## src/rtl/core_pkg.sv

```systemverilog
// Core-wide widths and the writeback payload type shared by the arbiter and its bus.
package core_pkg;

    localparam int unsigned XLEN   = 32;
    localparam int unsigned PREGS  = 64;
    localparam int unsigned PTAG_W = $clog2(PREGS);

    typedef logic [PTAG_W-1:0] preg_tag_t;

    // One buffered writeback result: destination physical tag plus data.
    typedef struct packed {
        preg_tag_t         tag;
        logic [XLEN-1:0]   data;
    } wb_entry_t;

endpackage

```

## src/rtl/wb_arbiter_if.sv

```systemverilog
// Writeback bus: per-source result handshakes in, two PRF write ports out.
interface wb_arbiter_if #(
    parameter int unsigned NSRC = 4
) ();
    import core_pkg::*;

    logic [NSRC-1:0]  src_valid;
    logic [NSRC-1:0]  src_ready;
    preg_tag_t        src_tag  [NSRC];
    logic [XLEN-1:0]  src_data [NSRC];

    logic             wen0;
    preg_tag_t        wtag0;
    logic [XLEN-1:0]  wdata0;
    logic             wen1;
    preg_tag_t        wtag1;
    logic [XLEN-1:0]  wdata1;

    // Execute-unit side: offers results, observes the write ports.
    modport master (
        output src_valid, src_tag, src_data,
        input  src_ready, wen0, wtag0, wdata0, wen1, wtag1, wdata1
    );

    // Arbiter side.
    modport slave (
        input  src_valid, src_tag, src_data,
        output src_ready, wen0, wtag0, wdata0, wen1, wtag1, wdata1
    );

endinterface

```

## src/rtl/wb_arbiter.sv

```systemverilog
// Writeback arbiter: per-source FIFOs, round-robin grant of up to two heads per
// cycle onto the two PRF write ports. Optional statistics counters are enabled
// with the WB_STATS_EN macro (adds stall_cnt and drop_cnt outputs).
module wb_arbiter
    import core_pkg::*;
#(
    parameter int unsigned NSRC       = 4,
    parameter int unsigned FIFO_DEPTH = 2
) (
    input  logic        clk,
    input  logic        reset_n,
    input  logic        flush,
    wb_arbiter_if.slave bus
`ifdef WB_STATS_EN
    ,
    output logic [31:0] stall_cnt,
    output logic [31:0] drop_cnt
`endif
);

    localparam int unsigned IDX_W = (NSRC > 1) ? $clog2(NSRC) : 1;
    localparam int unsigned PTR_W = (FIFO_DEPTH > 1) ? $clog2(FIFO_DEPTH) : 1;
    localparam int unsigned CNT_W = $clog2(FIFO_DEPTH + 1);

    wb_entry_t         mem    [NSRC][FIFO_DEPTH];
    logic [PTR_W-1:0]  rd_ptr [NSRC];
    logic [PTR_W-1:0]  wr_ptr [NSRC];
    logic [CNT_W-1:0]  count  [NSRC];
    logic [IDX_W-1:0]  rr_ptr;

    logic [NSRC-1:0]   ready_c;
    logic [NSRC-1:0]   enq;
    logic [NSRC-1:0]   deq;
    logic              gv0;
    logic              gv1;
    logic [IDX_W-1:0]  g0;
    logic [IDX_W-1:0]  g1;
    wb_entry_t         head0;
    wb_entry_t         head1;

    function automatic logic [PTR_W-1:0] ptr_inc(input logic [PTR_W-1:0] p);
        return (32'(p) == FIFO_DEPTH - 1) ? '0 : p + PTR_W'(1);
    endfunction

    function automatic logic [IDX_W-1:0] idx_inc(input logic [IDX_W-1:0] g);
        return (32'(g) == NSRC - 1) ? '0 : g + IDX_W'(1);
    endfunction

    // Acceptance depends only on registered occupancy, never on this cycle's grant.
    always_comb begin
        ready_c = '0;
        enq     = '0;
        for (int unsigned i = 0; i < NSRC; i++) begin
            ready_c[i] = reset_n && (count[i] < CNT_W'(FIFO_DEPTH)) && !flush;
            enq[i]     = bus.src_valid[i] && ready_c[i];
        end
    end

    assign bus.src_ready = ready_c;

    // Round-robin scan from rr_ptr: first non-empty source to port 0, second to port 1.
    always_comb begin
        int unsigned idx;
        idx = 0;
        gv0 = 1'b0;
        gv1 = 1'b0;
        g0  = '0;
        g1  = '0;
        for (int unsigned k = 0; k < NSRC; k++) begin
            idx = 32'(rr_ptr) + k;
            if (idx >= NSRC) idx = idx - NSRC;
            if (count[IDX_W'(idx)] != '0) begin
                if (!gv0) begin
                    gv0 = 1'b1;
                    g0  = IDX_W'(idx);
                end else if (!gv1) begin
                    gv1 = 1'b1;
                    g1  = IDX_W'(idx);
                end
            end
        end
    end

    // Dequeue strobes for the granted heads.
    always_comb begin
        deq = '0;
        for (int unsigned i = 0; i < NSRC; i++) begin
            deq[i] = (gv0 && (g0 == IDX_W'(i))) || (gv1 && (g1 == IDX_W'(i)));
        end
    end

    assign head0 = mem[g0][rd_ptr[g0]];
    assign head1 = mem[g1][rd_ptr[g1]];

    // FIFO pointers and occupancy; flush and reset both empty every FIFO.
    always_ff @(posedge clk or negedge reset_n) begin
        if (!reset_n) begin
            for (int unsigned i = 0; i < NSRC; i++) begin
                rd_ptr[i] <= '0;
                wr_ptr[i] <= '0;
                count[i]  <= '0;
            end
        end else if (flush) begin
            for (int unsigned i = 0; i < NSRC; i++) begin
                rd_ptr[i] <= '0;
                wr_ptr[i] <= '0;
                count[i]  <= '0;
            end
        end else begin
            for (int unsigned i = 0; i < NSRC; i++) begin
                if (enq[i]) wr_ptr[i] <= ptr_inc(wr_ptr[i]);
                if (deq[i]) rd_ptr[i] <= ptr_inc(rd_ptr[i]);
                count[i] <= count[i] + CNT_W'(enq[i]) - CNT_W'(deq[i]);
            end
        end
    end

    // FIFO storage; contents are only meaningful below count, so no reset.
    always_ff @(posedge clk) begin
        for (int unsigned i = 0; i < NSRC; i++) begin
            if (enq[i]) mem[i][wr_ptr[i]] <= '{tag: bus.src_tag[i], data: bus.src_data[i]};
        end
    end

    // Registered write ports and round-robin pointer; ungranted ports hold tag/data.
    always_ff @(posedge clk or negedge reset_n) begin
        if (!reset_n) begin
            bus.wen0   <= 1'b0;
            bus.wtag0  <= '0;
            bus.wdata0 <= '0;
            bus.wen1   <= 1'b0;
            bus.wtag1  <= '0;
            bus.wdata1 <= '0;
            rr_ptr     <= '0;
        end else if (flush) begin
            bus.wen0   <= 1'b0;
            bus.wen1   <= 1'b0;
            rr_ptr     <= '0;
        end else begin
            bus.wen0 <= gv0;
            bus.wen1 <= gv1;
            if (gv0) begin
                bus.wtag0  <= head0.tag;
                bus.wdata0 <= head0.data;
            end
            if (gv1) begin
                bus.wtag1  <= head1.tag;
                bus.wdata1 <= head1.data;
            end
            if (gv1)      rr_ptr <= idx_inc(g1);
            else if (gv0) rr_ptr <= idx_inc(g0);
        end
    end

`ifdef WB_STATS_EN
    logic        stall_any;
    logic [31:0] flushed;
    logic [32:0] drop_sum;

    // Stall detection and number of entries a flush would discard.
    always_comb begin
        stall_any = |(bus.src_valid & ~ready_c);
        flushed   = '0;
        for (int unsigned i = 0; i < NSRC; i++) begin
            flushed = flushed + 32'(count[i]);
        end
        drop_sum = {1'b0, drop_cnt} + 33'(flushed);
    end

    // Saturating statistics; only reset_n clears them.
    always_ff @(posedge clk or negedge reset_n) begin
        if (!reset_n) begin
            stall_cnt <= '0;
            drop_cnt  <= '0;
        end else begin
            if (stall_any && (stall_cnt != '1)) stall_cnt <= stall_cnt + 32'd1;
            if (flush) drop_cnt <= drop_sum[32] ? '1 : drop_sum[31:0];
        end
    end
`endif

endmodule
```

## src/flat_wrapper.sv

```systemverilog
// flat-port wrapper written by rule: the top's interface ports become plain ports
module wb_arbiter_flat import core_pkg::*;
#(
    parameter int unsigned NSRC       = 4,
    parameter int unsigned FIFO_DEPTH = 2
)
  (clk, reset_n, flush, bus_src_valid, bus_src_tag, bus_src_data, bus_src_ready, bus_wen0, bus_wtag0, bus_wdata0, bus_wen1, bus_wtag1, bus_wdata1);
  wb_arbiter_if #(.NSRC(NSRC)) bus_i ();
  input  logic clk;
  input  logic reset_n;
  input  logic flush;
  input wire logic [$bits(bus_i.src_valid)-1:0] bus_src_valid;
  input wire logic [$bits(bus_i.src_tag)-1:0] bus_src_tag;
  input wire logic [$bits(bus_i.src_data)-1:0] bus_src_data;
  output wire logic [$bits(bus_i.src_ready)-1:0] bus_src_ready;
  output wire logic [$bits(bus_i.wen0)-1:0] bus_wen0;
  output wire logic [$bits(bus_i.wtag0)-1:0] bus_wtag0;
  output wire logic [$bits(bus_i.wdata0)-1:0] bus_wdata0;
  output wire logic [$bits(bus_i.wen1)-1:0] bus_wen1;
  output wire logic [$bits(bus_i.wtag1)-1:0] bus_wtag1;
  output wire logic [$bits(bus_i.wdata1)-1:0] bus_wdata1;
  assign bus_i.src_valid = bus_src_valid;
  assign bus_i.src_tag = {>>{bus_src_tag}};
  assign bus_i.src_data = {>>{bus_src_data}};
  assign bus_src_ready = bus_i.src_ready;
  assign bus_wen0 = bus_i.wen0;
  assign bus_wtag0 = bus_i.wtag0;
  assign bus_wdata0 = bus_i.wdata0;
  assign bus_wen1 = bus_i.wen1;
  assign bus_wtag1 = bus_i.wtag1;
  assign bus_wdata1 = bus_i.wdata1;
  wb_arbiter #(.NSRC(NSRC), .FIFO_DEPTH(FIFO_DEPTH)) u_core (.clk(clk), .reset_n(reset_n), .flush(flush), .bus(bus_i));
endmodule
```

## config.mk

```make
export PLATFORM = sky130hd
export DESIGN_NAME = wb_arbiter_flat
export DESIGN_NICKNAME = d
export VERILOG_FILES = /design/src/rtl/core_pkg.sv /design/src/rtl/wb_arbiter_if.sv /design/src/rtl/wb_arbiter.sv /design/src/flat_wrapper.sv
export SDC_FILE = /design/constraint.sdc
export NUM_CORES = 1
export LEC_CHECK = 0
export ABC_AREA = 1
export CAP_MARGIN = 10
export CORE_UTILIZATION = 40
export DETAILED_ROUTE_END_ITERATION = 8
export SYNTH_ARGS = -nofsm -noshare
export SYNTH_HDL_FRONTEND = slang
export SYNTH_SLANG_ARGS = --single-unit
```

## constraint.sdc

```tcl
create_clock -name clk -period 8.4 [get_ports clk]
set_clock_uncertainty 0.1 [all_clocks]
set_input_delay 0.84 -clock clk [delete_from_list [all_inputs] [get_ports clk]]
set_output_delay 0.84 -clock clk [all_outputs]
set_load 0.02 [all_outputs]
```

Yosys cells after proc, flatten, opt, wreduce, memory -nomap -nowiden
Memory sizes are Yosys's and may differ from the RTL's.
Index checks and enable logic that the tools add are counted.
W data, S select, Z words.
- bits in registers: 96
- input bits: 159
- memory bits (writable): 304
- memories: 1
- mux-type cells: 95
- eq/ne operators: 6
- $lt $le $gt $ge: 24
- reduce and logical (&&, ||, !) cells: 46
- add/subtract/negate cells: 25
- bitwise logic cells: 13
- memory list (memory ; depth ; width ; read ports ; clocked after memory_dff ; wr ports ; RTL line ; text):
    u_core.mem ; 4 ; 76 ; 2 ; 0 ; 4 ; wb_arbiter.sv:25 ; wb_entry_t mem [NSRC][FIFO_DEPTH];
- operators with widths (kind ; number):
    $mux W38 ; 10
    $mux W76 ; 4
    $demux W38 S1 ; 4
    $mux W2 ; 32
    $mux W1 ; 36
    $ge A3 B3 Y1 const B ; 9
    $logic_and A1 B1 Y1 ; 24
    $reduce_bool A2 Y1 ; 12
    $not A2 Y3 ; 6
    $bmux W2 S2 ; 4
    $ge A2 B2 Y1 const B ; 6
    $not A1 Y2 ; 6
    $add A1 B1 Y1 const B ; 8
    $add A2 B1 Y2 ; 4
    $eq A2 B2 Y1 const B ; 4
    $lt A2 B1 Y1 const B ; 4
    $lt A2 B2 Y1 const B ; 4
    $mux W4 ; 2
    $mux W8 ; 1
    $sub A2 B1 Y2 ; 4
    $sub A2 B1 Y2 const B ; 4
    $add A2 B2 Y3 const B ; 2
    $add A2 B1 Y2 const B ; 2
    $bmux W1 S2 ; 2
    other kinds (9) ; 15

Depth between registers and ports, before layout
Gate-level depths: netlist of the first run.
- depth after elaboration: 24
- gate-level depth with buffers: 24

Least setup slack after synthesis of the first run
No wires, ideal clock.
- path kind: input -> register
- start point: input flush
- end point: memory u_core.mem[2][0] (netlist bit), enable pin
- stages: 6
- slack: 4.408 ns
- buffers on the path: 1
- arrival time: 3.459 ns
- data required time: 7.867 ns
- cell sequence: clkbuf_1 inv_1 nand2_1 nor2_1 nand2_1 nor2_1
- RTL lines (item ; RTL line ; text):
    start: declaration ; flat_wrapper.sv:11 ; input logic flush;
    end: declaration ; wb_arbiter.sv:25 ;

Worst setup path in the final report of the first run
- start point: register u_core.rr_ptr[0]
- end point: register u_core.bus.wtag0[1]
- word-level cells in the longest chain between the ends: 22
- elaborated cells on any way between the ends: 56
- classes of those cells: 7 x add/sub; 4 x order compare; 33 x mux; 6 x bitwise; 5 x reduce/logical; 1 x memory
- ends and longest elaborated chain (item ; RTL line ; text):
    start: declaration ; wb_arbiter.sv:29 ; logic [IDX_W-1:0] rr_ptr;
    start signal: assignment ; wb_arbiter.sv:150 ; if (gv1) rr_ptr <= idx_inc(g1);
    start signal: assignment ; wb_arbiter.sv:151 ; else if (gv0) rr_ptr <= idx_inc(g0);
    branches (longest 22 deep; another with $add A2 B1 Y3) ; -- ;
    end signal: assignment ; wb_arbiter.sv:143 ; bus.wtag0 <= head0.tag;
    end: declaration ; wb_arbiter_if.sv:28 ; output src_ready, wen0, wtag0, wdata0, wen1, wtag1, wdata1
Several ways; the timed one is not identified. The select of a mux whose other input is x is not followed.
A chain may end at the register's enable or synchronous reset.

==> out/results.ini, run 1 <==
[critical_path]
crit_top_cell = nand2_1
cpPeakStageDelay_ns = 1.04
cp_slowest_cell = nand2_4
critPathMaxFanout = 86
worstSetupPathType = flop to flop
critPathBufInv = 2
arrival_ns = 5.75
path_cells = inv_2 -> nand2_1 -> nand2_1 -> nand3_1 -> nand2_1 -> nand2_2 -> ha_1 -> nor2_1 -> o21ai_1 -> o21ai_0 -> nand2_4 -> nand2_4 -> buf_4 -> nand2_1 -> nand3_1 -> nand2_1 -> nand2_1 -> nand3_1 -> nand2_1
startpoint_type = flop
critPathTopFamily = simple AND/OR/NAND/NOR gates
critPathCaptureType = flop
cp.required_ns = 8.81

[sta]
fmax_mhz = 187
finalMaxSlewViolations = 0
setup_viol = 0
fin_setup_tns_ns = 0
final_hold_viol_count = 0
period_needed_ns = 5.34
fin_crit_sh_pct = 63.6
rsz0062_at_grt = no
slew_headroom_pct = 19.5
max_slew.worst_pin.slew_ns = 1.21
setup_slack_ns = 3.06

[floorplanning]
rows = 82
die_w_um = 229
die_area_um2 = 52500
chipHeight_um = 229
initial_core_util_pct = 40.9
coreArea_um2 = 50500
ios = 241

[layout]
regArea_um2 = 11500
nFillCells = 4696
finish.utilization_pct = 49.1
final_common_cell = nand2_1
drive_above_1_share_pct = 5.32
finalNetCount = 2732
final_area_um2 = 24800
area_delta_synth_final_pct = 20.2
multi_input_area_um2 = 7830
final_cell_mix = 793 x nand2_1, 517 x nand3_1, 304 x edfxtp_1, 239 x clkdlybuf4s50_1, 209 x nor2_1

[synth]
syn_inst = 2424
ys_top_cells_by_area = edfxtp_1 44%, nand2_1 15%, nand3_1 13%
synth_edf_count = 304
synthFlopType = edfxtp_1
synth.avg_cell_area_um2 = 8.51
synth.distinct_cells = 28
synth_seq_cells = 400
async_reset_ff_share_pct = 24.0
yosysSeqAreaShare_pct = 55.9
synthesis.area_um2 = 20600
synth_top_area_share_pct = 44.3
yosysWarnings = 0
yosys.area.top_type = edfxtp_1
synthesis.nets = 2599

[hold_path]
min_path_type = input port to asynchronous set/reset pin

[route]
drc = 0
first_iter_violations = 2211
num_vias = 18300
via_per_inst = 5.61
ant_nets = 0
wl_per_cell_um = 21.7
drt_wl_total_mm = 71.1
firstDrtPassIters = 6

[grt]
grt_max_degree = 159
grt_pass1_vias = 17800
antenna_found_initial = 2
grt_use_total_pct = 26.9
grt_pass1_wl_mm = 107
grt-ovfl-total = 0

[clock_network]
clock_sinks = 400
cts_root_buf = clkbuf_16
cts.repair.resized = 0
htreeDepth = 2
path_clk_slew_ns = 0.06
hold_buffers = 0
post-cts-setup-buffers = 0
insertion_delay_ns = 0.59
tritoncts = done
numCtsBuffers = 45
clock_path_buffers = 3

[outcome]
status = finished, final reports clean

[placed_design]
post_dp_cell_area_um2 = 23200
hpwlAfterDp_mm = 38.9
dp_slack_ns = 3.22
io_buffer_count = 240
gp_congestion = 0.808

[run]
drv_cap = 0

[worst reg2reg max path, delay by kind of cell, from the launching register on]
family          cells  cell delay [ns]
compound gates      2             0.20
fa+ha+maj           1             0.23
buf+inv             2             1.08
flops               1             0.65
simple gates       14             3.01
[sequential cells by signal, indices dropped and copies added, names as in the netlist]
| register | cells |
|---|---|
| u_core.bus.wdata0 | 32 |
| u_core.bus.wdata1 | 32 |
| u_core.bus.wen0 | 1 |
| u_core.bus.wen1 | 1 |
| u_core.bus.wtag0 | 6 |
| u_core.bus.wtag1 | 6 |
| u_core.count | 8 |
| u_core.mem | 304 |
| u_core.rd_ptr | 4 |
| u_core.rr_ptr | 2 |
| u_core.wr_ptr | 4 |
[layout make-up]
cell class / count / area share (%)
tap: 672 / 3.39
antenna: 2 / 0.0202
multi-input combinational: 1724 / 31.6
clock inverter: 20 / 0.903
inverter: 121 / 1.84
clock buffer: 64 / 5.32
timing repair buffer: 265 / 10.4
sequential: 400 / 46.5
[logic make-up (layout without fill, tap and decap cells)]
family	count (synthesis)	in the layout	share of synthesized area, %
flip-flops	400	400	55.9
buffers and inverters	300	470	6.92
adder cells (fa/ha/maj)	16	16	0.971
other	0	2	0
AND/OR/NAND/NOR	1630	1630	34.1
AO/OA/AOI/OAI	70	70	1.74
XOR/XNOR	8	8	0.340
[per-stage QoR]
step / hold slack [ns] / instances
3_3_place_gp: 0.357 / 3182
5_1_grt: 0.267 / 3268
2_1_floorplan: 0.334 / 2424
3_5_place_dp: 0.360 / 3182
6_report: 0.191 / 3268
4_1_cts: 0.231 / 3266
[routing by layer]
metal  vias to the layer above  wire length, um  track usage (%)
met5                         -                0                0
met4                         0             2810             12.1
met3                       182             5530             3.67
met2                      1005            33000             43.1
met1                      8773            29700             36.3
li1                       8382                -                -
[path summary, 6_finish.rpt]
kind	startpoint	endpoint	slack, ns	cells past startpoint
max in group asynchronous	reset_n	u_core.bus.wdata0[19]$_DFFE_PN0P_	6.75	2
min	reset_n	u_core.bus.wdata1[1]$_DFFE_PN0P_	0.19	1
min in group clk	u_core.rd_ptr[3]$_DFFE_PN0P_	u_core.rd_ptr[3]$_DFFE_PN0P_	0.37	1
max	u_core.rr_ptr[0]$_DFFE_PN0P_	u_core.bus.wtag0[1]$_DFFE_PN0P_	3.06	19
max reg2reg	u_core.rr_ptr[0]$_DFFE_PN0P_	u_core.bus.wtag0[1]$_DFFE_PN0P_	3.06	19
min reg2reg	u_core.rd_ptr[3]$_DFFE_PN0P_	u_core.rd_ptr[3]$_DFFE_PN0P_	0.37	1
[Yosys cell counts, types with 2 or more instances]
cell,number
nand3_1,518
buf_4,16
inv_2,6
nand2_1,799
nand4_1,77
buf_6,15
clkbuf_1,40
edfxtp_1,304
nor2_4,2
nand3b_1,2
a21oi_1,45
buf_1,5
o21ai_0,21
xor2_1,4
o21ai_1,2
ha_1,16
inv_1,114
dfrtp_1,96
nand3_2,2
xnor2_1,4
nor2_2,2
buf_2,103
nand2_2,8
nor2_1,219
Power of run 1 is left out: the tool's default activity adds up to more than one toggle a clock period on the data nets, which glitch-free logic cannot reach.
==> run 2, diff against run 1 <==
==> constraint.sdc (replaced) <==
create_clock -name clk -period 4.3 [get_ports clk]
set_clock_uncertainty 0.1 [all_clocks]
set_input_delay 0.43 -clock clk [delete_from_list [all_inputs] [get_ports clk]]
set_output_delay 0.43 -clock clk [all_outputs]
set_load 0.02 [all_outputs]
==> out/results.ini, run 2 (same netlist as run 1, synthesis figures left out) <==
[placed_design]
gp_congestion = 0.862  ; +6.7%
hpwlAfterDp_mm = 41.6  ; +7.0%
io_buffer_count = 240  ; unchanged

[route]
met2WireLength_mm = 32.6  ; -1.3%
firstDrtPassIters = 6  ; unchanged
drc = 0  ; unchanged
wl_met1_mm = 29.4  ; -1.1%
dr_wl_met3_mm = 6.23  ; +13%
first_iter_violations = 2032  ; -8.1%
drt_wl_total_mm = 71.0  ; about the same
wl_per_cell_um = 21.6  ; -0.69%
ant_nets = 0  ; unchanged
top_layer = met4
via_per_inst = 5.58  ; -0.55%
num_vias = 18400  ; +0.060%

[clock_network]
numCtsBuffers = 44  ; -2.2%
cts_root_buf = clkbuf_16
clock_path_buffers = 3  ; unchanged
htreeDepth = 2  ; unchanged
tritoncts = done
cts.repair.resized = 0  ; unchanged
clock_sinks = 400  ; unchanged
path_clk_slew_ns = 0.07  ; about the same
insertion_delay_ns = 0.58  ; about the same

[critical_path]
critPathCaptureType = flop
worstSetupPathType = flop to flop
path_cells = inv_2 -> nand2_1 -> nand2_1 -> nand3_1 -> nand2_1 -> nand2_2 -> ha_1 -> nor2_1 -> o21ai_1 -> o21ai_0 -> nand2_4 -> nand2_4 -> buf_4 -> ha_1 -> o21ai_0 -> nand2_1 -> ha_1 -> inv_1 -> ha_1 -> xor2_1 -> nor2_1
rr_startpoint = u_core.rr_ptr[0]$_DFFE_PN0P_
r2r_end = u_core.count[7]$_DFF_PN0_
r2r_slack_ns = 0.40  ; -2.66 ns
cp.required_ns = 4.66  ; -4.15 ns
critPathMaxFanout = 34  ; -60%
cp_slowest_cell = dfrtp_1
startpoint_type = flop
arrival_ns = 4.26  ; -1.49 ns
ff2ff_path_depth = 21  ; +2
cpPeakStageDelay_ns = 0.66  ; -0.38 ns

[layout]
largest_reg_flops = 304  ; unchanged
area_delta_synth_final_pct = 21.6
final_cell_mix = 793 x nand2_1, 517 x nand3_1, 304 x edfxtp_1, 239 x clkdlybuf4s50_1, 209 x nor2_1
finalNetCount = 2754  ; +0.81%
nFillCells = 4651  ; -0.96%
drive_above_1_share_pct = 6.00  ; +0.68 points
regArea_um2 = 11500  ; unchanged
multi_input_area_um2 = 7830  ; unchanged
final_common_cell = nand2_1

[floorplanning]
initial_core_util_pct = 40.9  ; unchanged
coreArea_um2 = 50500  ; unchanged
die_w_um = 229  ; unchanged
die_area_um2 = 52500  ; unchanged
rows = 82  ; unchanged
ios = 241  ; unchanged
chipHeight_um = 229  ; unchanged

[sta]
fin_setup_tns_ns = 0  ; unchanged
max_slew.worst_pin.slew_ns = 1.10  ; -0.109 ns
slew_headroom_pct = 26.6  ; +7.1 points
rsz0062_at_grt = no
fmax_mhz = 256  ; +37%
period_needed_ns = 3.90  ; -1.44 ns
finalMaxSlewViolations = 0  ; unchanged
fin_crit_sh_pct = 90.7  ; +27 points
final_hold_viol_count = 0  ; unchanged
setup_viol = 0  ; unchanged

[grt]
grt_max_degree = 86  ; -46%
grt-ovfl-total = 0  ; unchanged
grt_pass1_wl_mm = 107  ; about the same
grt_pass1_vias = 17800  ; -0.51%
antenna_found_initial = 1  ; -1
grt_use_total_pct = 26.9  ; about the same

[outcome]
status = finished, final reports clean

[hold_path]
min_path_type = input port to asynchronous set/reset pin

[run]
drv_cap = 0  ; unchanged

run 2: critical path: cells and delay by family (launching register included):
| family | cells | cell delay (ns) |
|---|---|---|
| flops | 1 | 0.66 |
| buf+inv | 3 | 0.63 |
| fa+ha+maj | 4 | 0.86 |
| simple gates | 10 | 1.06 |
| xor+xnor | 1 | 0.14 |
| compound gates | 3 | 0.30 |
run 2: repair_timing:
action                                 in CTS  in global routing
buffers inserted                            0                  0
endpoints found under the hold margin      10                  0
hold buffers                                1                  0
run 2: per-layer routing:
layer | vias to the layer above | track usage (%)
li1 | 8435 | -
met1 | 8723 | 36.3
met2 | 1020 | 42.8
met3 | 175 | 4.33
met4 | 0 | 11.6
met5 | - | 0
run 2: worst max path at each step:
stage,from,to,cells after the start
2_1_floorplan,flush,u_core.mem[2][0]$_DFFE_PP_,6
3_3_place_gp,u_core.rr_ptr[0]$_DFFE_PN0P_,u_core.count[5]$_DFF_PN0_,18
3_5_place_dp,u_core.rr_ptr[0]$_DFFE_PN0P_,u_core.count[5]$_DFF_PN0_,18
4_1_cts,u_core.rr_ptr[0]$_DFFE_PN0P_,u_core.count[5]$_DFF_PN0_,18
5_1_grt,u_core.rr_ptr[0]$_DFFE_PN0P_,u_core.count[7]$_DFF_PN0_,21
6_report,u_core.rr_ptr[0]$_DFFE_PN0P_,u_core.count[7]$_DFF_PN0_,21
run 2: area by class of cell:
class                      instances  share of cell area, %
inverter                         121                   1.82
antenna                            1                0.00998
sequential                       400                   46.0
clock inverter                    24                   1.22
timing repair buffer             288                   11.5
multi-input combinational       1724                   31.2
tap                              672                   3.35
clock buffer                      58                   4.89
run 2: per-stage QoR:
stage	setup slack [ns]	utilization [%]	hold slack (ns)	cell area (um^2)	instances
after floorplan	0.718	-	0.0344	20600	2424
final	0.399	49.7	0.192	25100	3288
after global routing	0.114	49.7	0.192	25100	3288
after CTS	0.483	49.7	0.173	25100	3287
after detailed placement	0.497	46.6	0.250	23500	3204
after global placement	0.607	46.6	0.247	23500	3204
Power of run 2 is left out for the same reason.
==> RTL change: new RTL, config.mk and constraints of run 1 <==
`XLEN`: 32 -> 40.
--- a/src/rtl/core_pkg.sv
+++ b/src/rtl/core_pkg.sv
@@ -3,3 +3,3 @@
 
-    localparam int unsigned XLEN   = 32;
+    localparam int unsigned XLEN   = 40;
     localparam int unsigned PREGS  = 64;
Ports: changed (resized bus_src_data, bus_wdata0 and bus_wdata1); port bits go from 241 to 289. No check against the original RTL was run, so the function may have changed too.
==> RTL change against run 1 <==
Wire length up 19%; core utilization up 0.21 points; count of clock-buffer cells in the layout up 16; largest cell class unchanged; worst setup slack worse by 930 ps; synthesized area up 18%; global-route usage up 0.40 points; sequential cell count up 80; fmax down 15%; design area up 18%; final cell count up 18%.
Power is left out: the tool's default activity adds up to more than one toggle a clock period on the data nets, which glitch-free logic cannot reach.
==> RTL change: results <==
set metrics [dict create \
    ys_types 31 \
    crit_path_max_fanout 112 \
    outcome "completed" \
    grt_pass1_wl_um 126000 \
    drive_gt1_share_pct 5.16 \
    yosys.area_share.xor_xnor_pct 0.289 \
    critical_path_arrival_ps 6660 \
    place.port_buffers 288 \
    r2r_slack_ps 2130 \
    layout.nets 3244 \
    cpMaxStageDelayCell "nand2_8" \
    syn_nets 3066 \
    critPathMaxStageDelay_ps 860 \
    slew_headroom_pct 23.5 \
    crit_end "u_core.bus.wdata0[20]" \
    synth_common_cells "1089 x nand2_1, 488 x nand3_1, 368 x edfxtp_1" \
    place_area_mm2 0.0275 \
    grt_use_met1_pct 36.6 \
    grt_max_degree 117 \
    totalWireLength_um 84700 \
    grtUsageMet3_pct 4.86 \
    wl_met1_um 34300 \
    viasPerCell 5.57 \
    cts_buffers 54 \
    top_layer "met5" \
    antenna_found_initial 3 \
    synth_edf_count 368 \
    synth_compound_area_share_pct 1.66 \
    rr_worst_depth 18 \
    drt-initial-drc-count 2292 \
]
RTL change: cell count changes after synthesis, moves of 7 or more:
cell	before	now
edfxtp_1	304	368
dfrtp_1	96	112
nand3_1	518	488
clkbuf_1	40	56
nor2_1	219	255
nand4_1	77	93
a21oi_1	45	52
buf_1	5	19
buf_6	15	5
nand2_1	799	1089
inv_1	114	127
RTL change: metrics by stage:
step / hold WS, ps / instances / worst slack (ps)
detailed placement: 365 / 3754 / 2440
global placement: 366 / 3754 / 2560
floorplan: 341 / 2859 / 4310
finish: 116 / 3858 / 2130
CTS: 109 / 3856 / 2390
global route: 129 / 3858 / 1820
RTL change: area by class of cell:
| type | instances | share of cell area [%] |
|---|---|---|
| antenna | 2 | 0.0171 |
| timing repair buffer | 317 | 10.6 |
| tap | 773 | 3.30 |
| clock buffer | 80 | 5.36 |
| sequential | 480 | 47.2 |
| inverter | 136 | 1.77 |
| clock inverter | 22 | 0.781 |
| multi-input combinational | 2048 | 31.0 |
